`src/rtl/fsm_control_pkg.sv`:
```
// fsm_control_pkg: shared opcodes, state codes and datapath
// source selects for the multi-cycle control unit.
package fsm_control_pkg;

    localparam logic [2:0] OP_SUM = 3'd0;
    localparam logic [2:0] OP_RES = 3'd1;
    localparam logic [2:0] OP_MOV = 3'd2;
    localparam logic [2:0] OP_OUT = 3'd3;
    localparam logic [2:0] OP_JMP = 3'd4;
    localparam logic [2:0] OP_IN  = 3'd5;
    localparam logic [2:0] OP_NOP = 3'd6;
    localparam logic [2:0] OP_HLT = 3'd7;

    localparam int unsigned SRC_PC  = 0;
    localparam int unsigned SRC_OP1 = 1;
    localparam int unsigned SRC_OP2 = 2;
    localparam int unsigned SRC_ALU = 3;

    typedef enum logic [3:0] {
        S_INI = 4'd0,
        S_F   = 4'd1,
        S_D   = 4'd2,
        S_OP1 = 4'd3,
        S_OP2 = 4'd4,
        S_WC  = 4'd5,
        S_GA  = 4'd6,
        S_WB  = 4'd7,
        S_OA  = 4'd8,
        S_IA  = 4'd9,
        S_JP  = 4'd10,
        S_COU = 4'd11,
        S_HLT = 4'd12,
        S_ERR = 4'd13
    } state_t;

endpackage

```
`src/rtl/mem_wait_timer.sv`:
```
// mem_wait_timer: counts cycles spent waiting for memory ready
// and flags a timeout when the count would reach WAIT_MAX.
module mem_wait_timer #(
    parameter int WAIT_MAX = 15
) (
    input  logic clk,
    input  logic rst,
    input  logic active,
    input  logic mem_listo,
    output logic timeout
);

    localparam int CW = $clog2(WAIT_MAX + 1);

    logic [CW-1:0] cnt_q;
    logic [CW-1:0] cnt_d;
    logic [CW-1:0] cnt_inc;

    // Count only while stalled; leaving a wait state or ready clears it.
    always_comb begin
        cnt_inc = cnt_q + CW'(1);
        cnt_d   = '0;
        timeout = 1'b0;
        if (active && !mem_listo) begin
            cnt_d   = cnt_inc;
            timeout = (cnt_inc == CW'(WAIT_MAX));
        end
    end

    // Counter register.
    always_ff @(posedge clk or posedge rst) begin
        if (rst) begin
            cnt_q <= '0;
        end else begin
            cnt_q <= cnt_d;
        end
    end

endmodule

```
`src/rtl/fsm_control_param.sv`:
```
// fsm_control_param: multi-cycle sequencer driving datapath enables
// and mux selects from the latched opcode and memory handshake.
module fsm_control_param
    import fsm_control_pkg::*;
#(
    parameter int OPW      = 3,
    parameter int SELW     = 2,
    parameter int WAIT_MAX = 15
) (
    input  logic            clk,
    input  logic            rst,
    input  logic [OPW-1:0]  operacion,
    input  logic            mem_listo,
    output logic            enmem,
    output logic            wrmem,
    output logic            enir,
    output logic            enrop1,
    output logic            enrop2,
    output logic            enrio,
    output logic            enpc,
    output logic            ldpc,
    output logic            seloper,
    output logic [SELW-1:0] selmux,
    output logic            halt,
    output logic            error,
    output logic [3:0]      estado
);

    state_t     state_q;
    state_t     state_d;
    logic [2:0] op_q;
    logic [2:0] op_d;
    logic       wait_act;
    logic       timeout;
    logic       op_bad;
    logic       is_res;

    // Any set bit above the decoded field makes the opcode illegal.
    always_comb begin
        op_bad = |(operacion >> 3);
    end

    // Memory-wait states share one timeout counter.
    always_comb begin
        wait_act = (state_q == S_F)  || (state_q == S_WC) ||
                   (state_q == S_WB) || (state_q == S_IA);
    end

    mem_wait_timer #(
        .WAIT_MAX (WAIT_MAX)
    ) u_timer (
        .clk       (clk),
        .rst       (rst),
        .active    (wait_act),
        .mem_listo (mem_listo),
        .timeout   (timeout)
    );

    // Next-state logic; the opcode is captured only in decode.
    always_comb begin
        state_d = state_q;
        op_d    = op_q;
        unique case (state_q)
            S_INI: state_d = S_F;
            S_F: begin
                if (mem_listo)    state_d = S_D;
                else if (timeout) state_d = S_ERR;
            end
            S_D: begin
                op_d = operacion[2:0];
                if (op_bad) begin
                    state_d = S_ERR;
                end else begin
                    unique case (operacion[2:0])
                        OP_SUM:  state_d = S_OP1;
                        OP_RES:  state_d = S_OP1;
                        OP_MOV:  state_d = S_GA;
                        OP_OUT:  state_d = S_OA;
                        OP_JMP:  state_d = S_JP;
                        OP_IN:   state_d = S_IA;
                        OP_NOP:  state_d = S_COU;
                        OP_HLT:  state_d = S_HLT;
                        default: state_d = S_ERR;
                    endcase
                end
            end
            S_OP1: state_d = S_OP2;
            S_OP2: state_d = S_WC;
            S_WC, S_WB, S_IA: begin
                if (mem_listo)    state_d = S_COU;
                else if (timeout) state_d = S_ERR;
            end
            S_GA:  state_d = S_WB;
            S_OA:  state_d = S_COU;
            S_JP:  state_d = S_F;
            S_COU: state_d = S_F;
            S_HLT: state_d = S_HLT;
            default: state_d = S_ERR;
        endcase
    end

    // State and latched opcode registers.
    always_ff @(posedge clk or posedge rst) begin
        if (rst) begin
            state_q <= S_INI;
            op_q    <= OP_SUM;
        end else begin
            state_q <= state_d;
            op_q    <= op_d;
        end
    end

    // Moore decode from the state register; enir follows ready in fetch.
    always_comb begin
        is_res  = (op_q == OP_RES);
        enmem   = 1'b0;
        wrmem   = 1'b0;
        enir    = 1'b0;
        enrop1  = 1'b0;
        enrop2  = 1'b0;
        enrio   = 1'b0;
        enpc    = 1'b0;
        ldpc    = 1'b0;
        seloper = 1'b0;
        selmux  = SELW'(SRC_PC);
        halt    = 1'b0;
        error   = 1'b0;
        estado  = state_q;
        unique case (state_q)
            S_INI, S_D: ;
            S_F: begin
                enmem = 1'b1;
                enir  = mem_listo;
            end
            S_OP1, S_GA: begin
                enrop1 = 1'b1;
                selmux = SELW'(SRC_OP1);
            end
            S_OP2: begin
                enrop2  = 1'b1;
                selmux  = SELW'(SRC_OP2);
                seloper = is_res;
            end
            S_WC: begin
                enmem   = 1'b1;
                wrmem   = 1'b1;
                selmux  = SELW'(SRC_ALU);
                seloper = is_res;
            end
            S_WB: begin
                enmem  = 1'b1;
                wrmem  = 1'b1;
                selmux = SELW'(SRC_OP2);
            end
            S_OA: begin
                enrio  = 1'b1;
                selmux = SELW'(SRC_OP1);
            end
            S_IA: begin
                enmem = 1'b1;
                wrmem = 1'b1;
            end
            S_JP: begin
                ldpc   = 1'b1;
                selmux = SELW'(SRC_OP1);
            end
            S_COU: enpc = 1'b1;
            S_HLT: halt = 1'b1;
            default: begin
                error = 1'b1;
                halt  = 1'b1;
            end
        endcase
    end

endmodule

```
`config.mk`:
```
export PLATFORM = sky130hd
export DESIGN_NAME = fsm_control_param
export DESIGN_NICKNAME = d
export VERILOG_FILES = /design/src/rtl/fsm_control_pkg.sv /design/src/rtl/mem_wait_timer.sv /design/src/rtl/fsm_control_param.sv
export SDC_FILE = /design/constraint.sdc
export NUM_CORES = 1
export LEC_CHECK = 0
export CORE_MARGIN = 2
export CORE_UTILIZATION = 36
export DETAILED_ROUTE_END_ITERATION = 10
export PLACE_DENSITY_LB_ADDON = 0.08
export SYNTH_ARGS = -nofsm -noshare
export SYNTH_HDL_FRONTEND = slang
export SYNTH_SLANG_ARGS = --single-unit
```
`constraint.sdc`:
```
create_clock -name clk -period 1.4 [get_ports clk]
set_input_delay 0.21 -clock clk [delete_from_list [all_inputs] [get_ports clk]]
set_output_delay 0.21 -clock clk [all_outputs]
set_load 0.05 [all_outputs]
```
==> results of run 1 <==
## Yosys cell counts, types with 3 or more instances
cell      instances
buf_2             3
nor2_1           10
xor2_1            4
o21ai_0           5
dfrtp_1          11
a21oi_1           4
inv_1             6
mux2_2            4
nand2b_1          3
ha_1              5
clkbuf_1          3
nand2_1           7
## registers in the layout, indices dropped and copies added, names as in the netlist
register	flops
estado	4
op_q	3
u_timer.cnt_q	4
## final timing paths
kind / start / end / slack [ns] / depth (start not counted)
setup / recovery: estado[2] / enrop1 / -0.26 / 4
hold / removal: rst / u_timer.cnt_q[1] / 0.24 / 2
setup reg to reg: u_timer.cnt_q[0] / estado[1] / -0.23 / 5
hold reg to reg: op_q[1] / op_q[1] / 0.50 / 1
max in group asynchronous: rst / estado[2] / 0.82 / 2
min in group clk: operacion[0] / op_q[0] / 0.36 / 3
## what timing repair did
item,in CTS,in global routing
pin swaps,8,8
buffers inserted,11,5
endpoints found under the setup margin,21,22
gates resized for setup,27,19
## placed cells by master, fill, tap and decap left out, types with 3 or more instances in the layout
| master | n |
|---|---|
| dfrtp_2 | 3 |
| buf_12 | 17 |
| dlymetal6s2s_1 | 3 |
| nand2_2 | 3 |
| nor2_1 | 5 |
| clkbuf_4 | 3 |
| o21ai_0 | 4 |
| buf_4 | 26 |
| nor2_4 | 4 |
| inv_1 | 5 |
| a21oi_1 | 3 |
| xor2_1 | 3 |
| dfrtp_1 | 7 |
| nand2_1 | 3 |
| mux2_2 | 3 |
| buf_6 | 20 |
| ha_1 | 4 |
## per-layer routing
metal / up-vias / routed length, um / track usage (%)
li1: 458 / - / -
met2: 23 / 1660 / 44.4
met3: 4 / 103 / 3.16
met4: 0 / 20 / 5.26
met1: 461 / 1110 / 26.0
met5: - / 0 / 0
## stage by stage
step                instances  setup TNS [ns]  utilization [%]  hold WS, ns  total power, mW
floorplan                  93           -2.20                -       0.0623             2.51
global placement          168           -1.09             73.1        0.480             3.74
detailed placement        168           -1.28             73.1        0.495             3.79
CTS                       183           -3.08             83.2        0.248             4.48
global route              188           -4.62             88.1        0.292             5.01
finish                    188           -3.48             88.1        0.239             4.77
## final cells by class
type,instances,area [sq um]
fill,109,259
clock buffer,4,26.3
inverter,6,35.0
sequential,11,283
multi-input combinational,70,698
tap,28,35.0
timing repair buffer,69,833
## critical path, delay by kind of cell (launching register included)
kind	cells	cell delay, ns
flops	1	0.54
buf+inv	2	0.30
simple gates	1	0.21
xor+xnor	1	0.13
## where the power goes
part	total, mW	internal [mW]	switching [mW]
Clock	0.215	0.110	0.105
Combinational	3.91	2.01	1.90
Sequential	0.646	0.452	0.194
## cell families after synthesis
logic type	Yosys count
compound gates	18
flops	11
buf+inv	12
fa+ha+maj	5
mux	4
xor+xnor	4
simple gates	39
==> out/metrics.csv, run 1 <==
metric,value,unit
core box area,0.00217,sq mm
Clock Pin Slew Worst Setup and Hold Paths,0.07,ns
first-pass GRT wire length,4.48,mm
syn avg cell area,8.73,sq um
Hold Buf Count CTS,0,
ant diodes,0,
VDD IR max,0.00220,V
fin area,0.00191,sq mm
"Period Utilization, post-route",118,%
CTS H-tree lvls,1,
CTS tree,done,
Setup WS post-layout,-0.257,ns
input/output buffers,22,
P_leak,0.865,nW
Post-Synth XOR/XNOR Area,4.31,%
Clock Latency Late Sink,0.26,ns
Setup crit end kind,primary output,
Synthesized Nets,104,
synthesized instance count,93,
"Seq/Total Area, Yosys",33.9,%
Synth Area in Adders,7.70,%
Synth area leader,dfrtp_1,
skew final,0.00130,ns
maximum clock rate,603,MHz
final setup fails,21,
failing checks,negative setup slack,
Slew Limit Headroom,70.9,%
Seq cells post-synth,11,
GRT Residual Overflow,0,
gpl congestion,0.824,
Remaining DRCs,0,
CP cell instances,buf_8 > xor2_2 > and3_4 > buf_12,
Final Slew Violations,0,
compound-gate portion of the synthesized area,13.4,%
Crit Path Class,flip-flop to primary output,
Detail Route Antenna Nets,0,
initial DRC count,12,
Die X-Extent,51.5,um
fin crit period,1.66,ns
share of the synthesized area in the top cell type,33.9,%
status,"complete, but fails checks",
main combinational cell family by area after synthesis,simple AND/OR/NAND/NOR gates,
Startpoint Class,flip-flop,
clock sink count,11,
max cap viols,0,
synth top area cells,"dfrtp_1 34%, ha_1 7.7%, mux2_2 5.5%",
via count,946,
Least-Margin Pin Slew,0.436,ns
antenna violations before repair,0,
# IOs,23,
Yosys Warn Count,0,
Routed Wire Length,2.89,mm
RSZ-0062 raised after global routing,yes,
Post-synth top flop,dfrtp_1,
routed len/inst,15.4,um
first drt pass iteration count,4,
hold crit path type,input pin to asynchronous set/reset pin,
CP max stage cell,dfrtp_4,
"Area growth, synth to finish",135,%
die height,51.5,um
fraction of registers with async set/reset,100,%
largest net degree at the start of global routing,12,
row count,17,
vias per inst,5.03,
Crit path largest cell delay,0.54,ns
post-synthesis cell area,812,sq um
Nets,172,
Pwr Density,2490,mW/mm^2
critical path data arrival time,1.45,ns
Num CTS Buffers,3,
share of cells above drive strength 1,66.9,%
vias in the first global route,961,
Final Hold Viols,0,
DIE AREA,0.00265,sq mm
Post-synth EDFFs,0,
post-DP HPWL,1.76,mm
CTS Buffer Depth,2,
Clock Tree Root,clkbuf_4,
Worst EP required,1.19,ns
Yosys cell types,32,
crit-path max FO,7,
GR Util All Layers,22.9,%
Starting Density,37.4,%
pre-CTS setup slack,-0.378,ns
proportion of synthesized area in mux cells,5.55,%
"area fraction in and, or, nand and nor cells after synthesis",29.1,%
Area after DPL,0.00159,sq mm
Power figures use the tool's default switching activity.
==> run 2, diff against run 1 <==
--- a/config.mk
+++ b/config.mk
@@ -5,8 +5,10 @@
 export SDC_FILE = /design/constraint.sdc
 export NUM_CORES = 1
 export LEC_CHECK = 0
+export CELL_PAD_IN_SITES_DETAIL_PLACEMENT = 0
+export CELL_PAD_IN_SITES_GLOBAL_PLACEMENT = 1
 export CORE_MARGIN = 2
-export CORE_UTILIZATION = 36
+export CORE_UTILIZATION = 31
 export DETAILED_ROUTE_END_ITERATION = 10
 export PLACE_DENSITY_LB_ADDON = 0.08
 export SYNTH_ARGS = -nofsm -noshare
==> run 2 against run 1 <==
Effect of this change:
- the flow still finishes with violations (negative setup slack)
- clock-buffer cell count unchanged
- final cell count down 5.3%
- clock skew up 0.0075 ns
- routed wire length down 22%
==> out/metrics.csv, run 2 (synthesis results as in run 1) <==
metric,value,unit,change
status,"complete, but fails checks",,
failing checks,negative setup slack,,
CTS H-tree lvls,1,,unchanged
FF-to-FF setup slack,-0.18,ns,+0.05 ns
fill count,190,,+74%
Routed Wire Length,2.25,mm,-22%
GRT Residual Overflow,0,,unchanged
Least-Margin Pin Slew,0.444,ns,+0.00840 ns
GR Util All Layers,18.1,%,-4.7 points
multi-input gate area in the final layout,659,sq um,-5.6%
RSZ-0062 raised after global routing,yes,,
Final Hold Viols,0,,unchanged
Clock Pin Slew Worst Setup and Hold Paths,0.07,ns,about the same
reg2reg start,estado[0],,
fin crit period,1.65,ns,-0.00550 ns
dpl cells,166,,-1.2%
fin area,0.00173,sq mm,-9.2%
Detail Route Antenna Nets,0,,unchanged
Hold WS,0.237,ns,-0.00220 ns
vias per inst,4.91,,-2.4%
Num CTS Buffers,3,,unchanged
Clock Latency Late Sink,0.27,ns,about the same
clock power share,4.9,%,+0.4 points
antenna violations before repair,0,,unchanged
post-DP HPWL,1.69,mm,-3.5%
vias in the first global route,849,,-12%
Area after DPL,0.00156,sq mm,-1.7%
skew final,0.00883,ns,+0.00754 ns
Crit Path Class,flip-flop to primary output,,
first drt pass iteration count,4,,unchanged
first-pass GRT wire length,3.85,mm,-14%
routed len/inst,12.6,um,-18%
share of cells above drive strength 1,60.8,%,-6.1 points
VDD IR max,0.00190,V,-14%
internal power,2.34,mW,-9.0%
via count,874,,-7.6%
Setup WS post-layout,-0.252,ns,+0.00550 ns
Setup crit end kind,primary output,,
DIE AREA,0.00304,sq mm,+15%
initial DRC count,6,,-6
Remaining DRCs,0,,unchanged
gpl congestion,0.727,,-12%
final setup fails,19,,-9.5%
Layout Cells excl Fill,178,,-5.3%
Final Slew Violations,0,,unchanged
Clock Tree Root,clkbuf_4,,
Starting Density,32.8,%,-4.7 points
Nets,160,,-7.0%
"Area growth, synth to finish",114,%,
CTS tree,done,,
met2 Usage GRT,29.2,%,-15 points
cells on worst reg2reg path,4,,-1
"commonest non-fill, non-tap cells in the layout","26 x buf_4, 18 x buf_12, 8 x buf_6",,
Seq pwr share,14.4,%,+0.8 points
Sw Pwr,2.02,mW,-7.8%
crit-path max FO,6,,-1
Pwr Density,2520,mW/mm^2,+0.91%
Final Util,70.0,%,-18 points
die height,55.2,um,+7.2%
M1 GR Usage,22.1,%,-3.9 points
P_leak,0.766,nW,-12%
row count,18,,+1
switch share,46.4,%,+0.33 points
hold crit path type,input pin to asynchronous set/reset pin,,
"Period Utilization, post-route",118,%,-0.39 points
clock sink count,11,,unchanged
core box area,0.00248,sq mm,+14%
Total Neg Setup Slack,-3.17,ns,+0.303 ns
"most common cell after layout, fill and taps aside",buf_4,,
Die X-Extent,55.2,um,+7.2%
Slew Limit Headroom,70.3,%,-0.56 points
met3 Use GR,6.99,%,+3.8 points
total chip power,4.37,mW,-8.4%
input/output buffers,22,,unchanged
R2R Path End,op_q[0],,
pre-CTS setup slack,-0.366,ns,+0.0121 ns
Worst EP required,1.19,ns,about the same
largest net degree at the start of global routing,12,,unchanged
max cap viols,0,,unchanged
Startpoint Class,flip-flop,,
ant diodes,0,,unchanged
gr busiest metal,met2,,
maximum clock rate,605,MHz,+0.33%
register area,283,sq um,unchanged
# IOs,23,,unchanged
CTS Buffer Depth,2,,unchanged
Comb power frac,80.7,%,-1.2 points
Hold Buf Count CTS,0,,unchanged
critical path data arrival time,1.44,ns,about the same
## run 2: cell count changes in the layout (fill, tap and decap cells not counted), sizes merged
cell / change
buf: -12
clkdlybuf4s50: +2
dlymetal6s2s: -2
clkinv: -1
inv: +1
## run 2: timing repair
item | in CTS | in global routing
endpoints found under the setup margin | 18 | 22
buffers inserted | 7 | 2
gates cloned | 0 | 0
resized for setup | 18 | 10
pin swaps | 2 | 3
## run 2: worst max path at each step
stage	end	depth (start not counted)	from
2_1_floorplan	enir	3	estado[1]
3_3_place_gp	estado[1]	7	operacion[1]
3_5_place_dp	estado[1]	7	operacion[1]
4_1_cts	seloper	3	estado[1]
5_1_grt	seloper	3	estado[1]
6_report	enrop1	4	estado[2]
## run 2: layer usage
layer / share of wire (%) / up-vias
li1: - / 440
met1: 44 / 409
met2: 51 / 25
met3: 5.3 / 0
met4: 0 / 0
met5: 0 / -
## run 2: cell type report
type / instances / share of cell area (%)
Timing Repair Buffer: 57 / 40.3
Multi-Input combinational cell: 70 / 38.0
Sequential cell: 11 / 16.3
Tap cell: 30 / 2.16
Inverter: 6 / 1.73
Clock buffer: 4 / 1.52
## run 2: worst max-delay path, cell delays in order, from the launching register on
cell     delay [ns]
dfrtp_4        0.54
buf_12         0.16
xor2_1         0.13
and3_4         0.20
buf_12         0.13
## run 2: power groups by stage
stage / registers, mW / clock network, mW / logic, mW
2_1_floorplan: 0.749 / 0 / 1.76
3_3_place_gp: 0.631 / 0 / 3.08
3_5_place_dp: 0.642 / 0 / 3.10
4_1_cts: 0.612 / 0.229 / 3.45
5_1_grt: 0.651 / 0.243 / 3.70
6_report: 0.630 / 0.215 / 3.52
